--- src/rtl/enigma_multi_rotor_if.sv ---
// Symbol/table handshake bundle for the Enigma multi-rotor core.
// The master drives load/encrypt strobes and receives the registered result.
interface enigma_multi_rotor_if #(
   parameter int SYM_W = 6,
   parameter int IDX_W = 2
);
   logic             load;
   logic             encrypt;
   logic [IDX_W-1:0] table_idx;
   logic [SYM_W-1:0] code_in;
   logic [SYM_W-1:0] code_out;
   logic             code_valid;

   modport master (
      output load, encrypt, table_idx, code_in,
      input  code_out, code_valid
   );

   modport slave (
      input  load, encrypt, table_idx, code_in,
      output code_out, code_valid
   );
endinterface

--- src/rtl/enigma_multi_rotor.sv ---
// Enigma cipher core: plugboard, NUM_ROTORS odometer rotors, fixed reflector.
// Define ENIGMA_POS_OBS_EN to expose rotor positions on the rotor_pos port.
module enigma_multi_rotor #(
   parameter int SYM_W      = 6,
   parameter int NUM_ROTORS = 3
) (
   input  logic clk,
   input  logic srst_n,
   enigma_multi_rotor_if.slave bus
`ifdef ENIGMA_POS_OBS_EN
   ,
   output logic [NUM_ROTORS*SYM_W-1:0] rotor_pos
`endif
);
   localparam int NSYM  = 1 << SYM_W;
   localparam int IDX_W = $clog2(NUM_ROTORS + 1);

   typedef logic [SYM_W-1:0] sym_t;

   logic       load_q, load_d;
   logic       enc_q, enc_d;
   logic [IDX_W-1:0] idx_q, idx_d;
   logic [IDX_W-1:0] last_idx_q, last_idx_d;
   sym_t       code_in_q, code_in_d;
   sym_t       cnt_q, cnt_d;
   sym_t       out_q, out_d;
   logic       valid_q, valid_d;
   logic [NUM_ROTORS-1:0][SYM_W-1:0] pos_q, pos_d;

   sym_t rot_q  [NUM_ROTORS][NSYM];
   sym_t rinv_q [NUM_ROTORS][NSYM];
   sym_t pb_q   [NSYM];
   sym_t pbi_q  [NSYM];

   sym_t wr_ptr;
   logic rot_we;
   logic pb_we;
   logic go;
   sym_t res;

   always_comb begin
      load_d    = bus.load;
      enc_d     = bus.encrypt;
      idx_d     = bus.table_idx;
      code_in_d = bus.code_in;
   end

   // Table writes keep forward and inverse maps in step.
   always_ff @(posedge clk) begin
      if (rot_we) begin
         rot_q[idx_q][wr_ptr]     <= code_in_q;
         rinv_q[idx_q][code_in_q] <= wr_ptr;
      end
      if (pb_we) begin
         pb_q[wr_ptr]     <= code_in_q;
         pbi_q[code_in_q] <= wr_ptr;
      end
   end

   always_comb begin
      sym_t x;
      sym_t a;
      x = pb_q[code_in_q];
      for (int k = 0; k < NUM_ROTORS; k++) begin
         a = x + pos_q[k];
         x = rot_q[k][a] - pos_q[k];
      end
      x = ~x;
      for (int k = NUM_ROTORS - 1; k >= 0; k--) begin
         a = x + pos_q[k];
         x = rinv_q[k][a] - pos_q[k];
      end
      res = pbi_q[x];
   end

   always_comb begin
      logic carry;
      go         = enc_q & ~load_q;
      wr_ptr     = (idx_q == last_idx_q) ? cnt_q : '0;
      rot_we     = load_q && (32'(idx_q) < NUM_ROTORS);
      pb_we      = load_q && (32'(idx_q) == NUM_ROTORS);
      cnt_d      = load_q ? wr_ptr + sym_t'(1) : '0;
      last_idx_d = load_q ? idx_q : last_idx_q;
      out_d      = go ? res : '0;
      valid_d    = go;
      pos_d      = pos_q;
      carry      = 1'b1;
      if (load_q) begin
         pos_d = '0;
      end else if (enc_q) begin
         // Odometer: each rotor advances when all lower rotors wrap.
         for (int k = 0; k < NUM_ROTORS; k++) begin
            pos_d[k] = pos_q[k] + sym_t'(carry);
            carry    = carry & (&pos_q[k]);
         end
      end
   end

   always_ff @(posedge clk or negedge srst_n) begin
      if (!srst_n) begin
         load_q     <= 1'b0;
         enc_q      <= 1'b0;
         idx_q      <= '0;
         code_in_q  <= '0;
         last_idx_q <= '0;
         cnt_q      <= '0;
         out_q      <= '0;
         valid_q    <= 1'b0;
         pos_q      <= '0;
      end else begin
         load_q     <= load_d;
         enc_q      <= enc_d;
         idx_q      <= idx_d;
         code_in_q  <= code_in_d;
         last_idx_q <= last_idx_d;
         cnt_q      <= cnt_d;
         out_q      <= out_d;
         valid_q    <= valid_d;
         pos_q      <= pos_d;
      end
   end

   assign bus.code_out   = out_q;
   assign bus.code_valid = valid_q;

`ifdef ENIGMA_POS_OBS_EN
   assign rotor_pos = pos_q;
`endif
endmodule

--- src/flat_wrapper.sv ---
// flat-port wrapper written by rule: the top's interface ports become plain ports
module enigma_multi_rotor_flat 
#(
   parameter int SYM_W      = 6,
   parameter int NUM_ROTORS = 3
)
  (clk, srst_n, bus_load, bus_encrypt, bus_table_idx, bus_code_in, bus_code_out, bus_code_valid);
  enigma_multi_rotor_if #(.SYM_W(SYM_W), .IDX_W(2)) bus_i ();
  input  logic clk;
  input  logic srst_n;
  input wire logic [$bits(bus_i.load)-1:0] bus_load;
  input wire logic [$bits(bus_i.encrypt)-1:0] bus_encrypt;
  input wire logic [$bits(bus_i.table_idx)-1:0] bus_table_idx;
  input wire logic [$bits(bus_i.code_in)-1:0] bus_code_in;
  output wire logic [$bits(bus_i.code_out)-1:0] bus_code_out;
  output wire logic [$bits(bus_i.code_valid)-1:0] bus_code_valid;
  assign bus_i.load = bus_load;
  assign bus_i.encrypt = bus_encrypt;
  assign bus_i.table_idx = bus_table_idx;
  assign bus_i.code_in = bus_code_in;
  assign bus_code_out = bus_i.code_out;
  assign bus_code_valid = bus_i.code_valid;
  enigma_multi_rotor #(.SYM_W(SYM_W), .NUM_ROTORS(NUM_ROTORS)) u_core (.clk(clk), .srst_n(srst_n), .bus(bus_i));
endmodule
--- config.mk ---
export PLATFORM = sky130hd
export DESIGN_NAME = enigma_multi_rotor_flat
export DESIGN_NICKNAME = d
export VERILOG_FILES = /design/src/rtl/enigma_multi_rotor_if.sv /design/src/rtl/enigma_multi_rotor.sv /design/src/flat_wrapper.sv
export SDC_FILE = /design/constraint.sdc
export NUM_CORES = 2
export LEC_CHECK = 0
export CAP_MARGIN = 25
export CELL_PAD_IN_SITES_DETAIL_PLACEMENT = 1
export CELL_PAD_IN_SITES_GLOBAL_PLACEMENT = 2
export CORE_MARGIN = 8
export CORE_UTILIZATION = 46
export CTS_CLUSTER_DIAMETER = 40
export DETAILED_ROUTE_END_ITERATION = 6
export HOLD_SLACK_MARGIN = 0.03
export PLACE_DENSITY_LB_ADDON = 0.1
export SLEW_MARGIN = 20
export SYNTH_ARGS = -nofsm -noshare
export SYNTH_HDL_FRONTEND = slang
export SYNTH_SLANG_ARGS = --single-unit
--- constraint.sdc ---
create_clock -name clk -period 29.4 [get_ports clk]
set_clock_uncertainty 0.15 [all_clocks]
set_input_delay 5.88 -clock clk [delete_from_list [all_inputs] [get_ports clk]]
set_output_delay 5.88 -clock clk [all_outputs]
set_load 0.02 [all_outputs]
==> results.sh <==
export IMPL_fmaxAchievable_ghz=0.03594
export IMPL_fillers=22740
export IMPL_crit_path_start_kind="register"
export IMPL_port_buffers=18
export IMPL_grt_pass1_vias=63410
export IMPL_drt_pass1_iterations=5
export IMPL_crit_path_frequent_cell="mux4_2"
export IMPL_cp_top_family="adder cells"
export IMPL_final_util=0.5438
export IMPL_ctsHoldBuffers=0
export IMPL_cp_slowest_stage_delay_ps=1290
export IMPL_crit_arrival_ps=28440
export IMPL_clk_pin_slew_worst_paths_ps=60
export IMPL_syn_to_final_growth_pct=17.55
export IMPL_synth_top_area_cell="edfxtp_1"
export IMPL_cts_buffers=455
export IMPL_drt_iter0_markers=5516
export IMPL_placed_cell_area_um2=128100
export IMPL_crit_path_end_kind="register"
export IMPL_syn_inst=5787
export IMPL_cts_sinks=3115
export IMPL_h_tree_depth=5
export IMPL_ys_seq_area_frac=0.7604
export IMPL_std_cell_rows=189
export IMPL_cts_tree="yes"
export IMPL_die_area_um2=283600
export IMPL_cp_max_fo=61
export IMPL_die_w_um=532.5
export IMPL_initial_utilization=0.4626
export IMPL_insertion_delay_ps=960
export IMPL_path_buf_inv=12
export IMPL_grt_max_degree=196
export IMPL_synth_most_common_cell="edfxtp_1"
export IMPL_ys_top_cells_by_area="edfxtp_1, mux4_2, nor2_1, dfrtp_1, mux2i_1"
export IMPL_nNetsFinal=6222
export IMPL_period_needed_ps=27830
export IMPL_clk_path_buf_depth=4
export IMPL_tightest_slew_ps=1186
export IMPL_wire_per_inst_um=31.40
export IMPL_crit_required_ps=30010
export IMPL_crit_type="register to register"
export IMPL_setup_tns_ps=0
export IMPL_drc=0
export IMPL_hp_class="register to register"
export IMPL_synth_top_area_frac=0.7516
export IMPL_core_area_um2=265300
export IMPL_setup_viol=0
export IMPL_routed_wl_um=316300
export IMPL_grt_total_usage=0.2202
export IMPL_max_cap_violations=0
export IMPL_antenna_found_initial=2
export IMPL_ys_seq_elements=3115
export IMPL_whs_ps=391.6
export IMPL_rrSetupSlack_ps=1570
export IMPL_yosys_warnings=0
export IMPL_synth_area_per_cell_um2=21.21
export IMPL_synth_edff_count=3072
export IMPL_post_route_period_util=0.9464
export IMPL_gp_congestion=0.7779
export IMPL_cts_setup_buffers=0
export IMPL_rsz0062_at_grt="no"
export IMPL_die_y_um=532.5
export IMPL_via_count=59420
export IMPL_drv_slew=0
export IMPL_ys_flop_type="edfxtp_1"
export IMPL_netlist_area_um2=122700
export IMPL_postRouteAntennaNets=0
export IMPL_ys_types=78
export IMPL_gr_total_overflow=0
export IMPL_dp_hpwl_um=195500
export IMPL_final_area_um2=144300
export IMPL_cts_resized_gates=0
export IMPL_status="completed"
export IMPL_ios=19
export IMPL_ys_async_sr_fraction=0.01380
export IMPL_yosys_top_cells_count="edfxtp_1, mux4_2, nor2_1"
export IMPL_clockRootBuffer="clkbuf_16"
export IMPL_via_per_inst=5.899
export IMPL_drive_gt1_frac=0.2903
export IMPL_synth_nets=5873
export IMPL_hold_viol=0
export IMPL_grt_first_pass_wirelength_um=462500
export IMPL_relSlewSlack=0.2095
export IMPL_cpMaxStageDelayCell="fa_4"
[metal layers]
metal  vias to the layer above  share of wire  track usage
met5                         -              0            0
met4                         0          0.022      0.04977
met3                       462          0.048      0.03412
met2                      1587           0.49       0.3628
met1                     32400           0.44       0.3140
li1                      24970              -            -
[worst register-to-register path: cells and delay by family, from the launching register on]
kind                     cells  cell delay [ps]
flip-flops                   1              870
adder cells (fa/ha/maj)     15            10430
XOR/XNOR                     1              180
buffers and inverters       12             3200
AO/OA/AOI/OAI               16             3660
AND/OR/NAND/NOR              6             2130
multiplexers                19             7030
[layout by cell type (no fill, tap or decap), types with 44 or more instances in the layout]
cell	netlist	final
clkinv_2	0	62
ha_1	50	44
a21oi_1	71	71
clkinvlp_4	0	70
inv_1	61	57
nand2_1	109	109
mux2i_1	88	88
buf_4	2	155
mux4_2	830	830
bufinv_16	0	68
nor2_1	561	553
clkbuf_16	0	461
a22oi_1	81	81
clkinv_1	1	44
edfxtp_1	3072	3072
[sequential cells by signal, indices dropped and copies added (netlist names)]
register / cells
u_core.cnt_q: 6
u_core.pos_q: 18
u_core.rinv_q: 1152
u_core.idx_q: 2
u_core.bus.code_valid: 1
u_core.code_in_q: 6
u_core.pb_q: 384
u_core.enc_q: 1
u_core.load_q: 1
u_core.bus.code_out: 6
u_core.rot_q: 1152
u_core.last_idx_q: 2
u_core.pbi_q: 384
[path summary, 6_finish.rpt]
path,startpoint,end,cells past startpoint
worst min-delay path,u_core.last_idx_q[1],u_core.last_idx_q[1],1
worst max register to register,u_core.code_in_q[1],u_core.bus.code_out[0],69
min in group asynchronous,srst_n,u_core.bus.code_out[2],2
worst min register to register,u_core.last_idx_q[1],u_core.last_idx_q[1],1
max in group asynchronous,srst_n,u_core.code_in_q[0],2
worst max-delay path,u_core.code_in_q[1],u_core.bus.code_out[0],69
[through the flow]
| step | setup WS, ps | std cells |
|---|---|---|
| after floorplan | 743.9 | 5787 |
| after global routing | 505.8 | 10070 |
| final | 1575 | 10070 |
| after CTS | 1371 | 10060 |
| after detailed placement | 1411 | 9206 |
| after global placement | 1673 | 9203 |
[kinds of logic (layout without fill, tap and decap cells)]
logic type,count (synthesis),count (layout),synth area share
DFF,3115,3115,0.7604
muxes,951,951,0.1625
and+or+nand+nor,843,843,0.02943
AOI/OAI and AO/OA,380,380,0.02281
buffers and inverters,369,1119,0.01187
adders and majority gates,74,74,0.009012
xor gates and xnor gates,55,55,0.003925
other,0,2,0
[final cells by class]
cell class / instances / area [µm²] / share of cell area
diodes: 2 / 5.005 / 0.00003469
clock buffers: 493 / 11660 / 0.08079
clock inverters: 365 / 4394 / 0.03046
inverters: 63 / 274.0 / 0.001899
multi-input cells: 2303 / 28340 / 0.1964
flip-flops and latches: 3115 / 93350 / 0.6470
well taps: 3533 / 4420 / 0.03064
repair buffers: 198 / 1836 / 0.01272
Power is not shown: default switching activity piles up to over one toggle a cycle in this logic, so the estimate is an artifact.
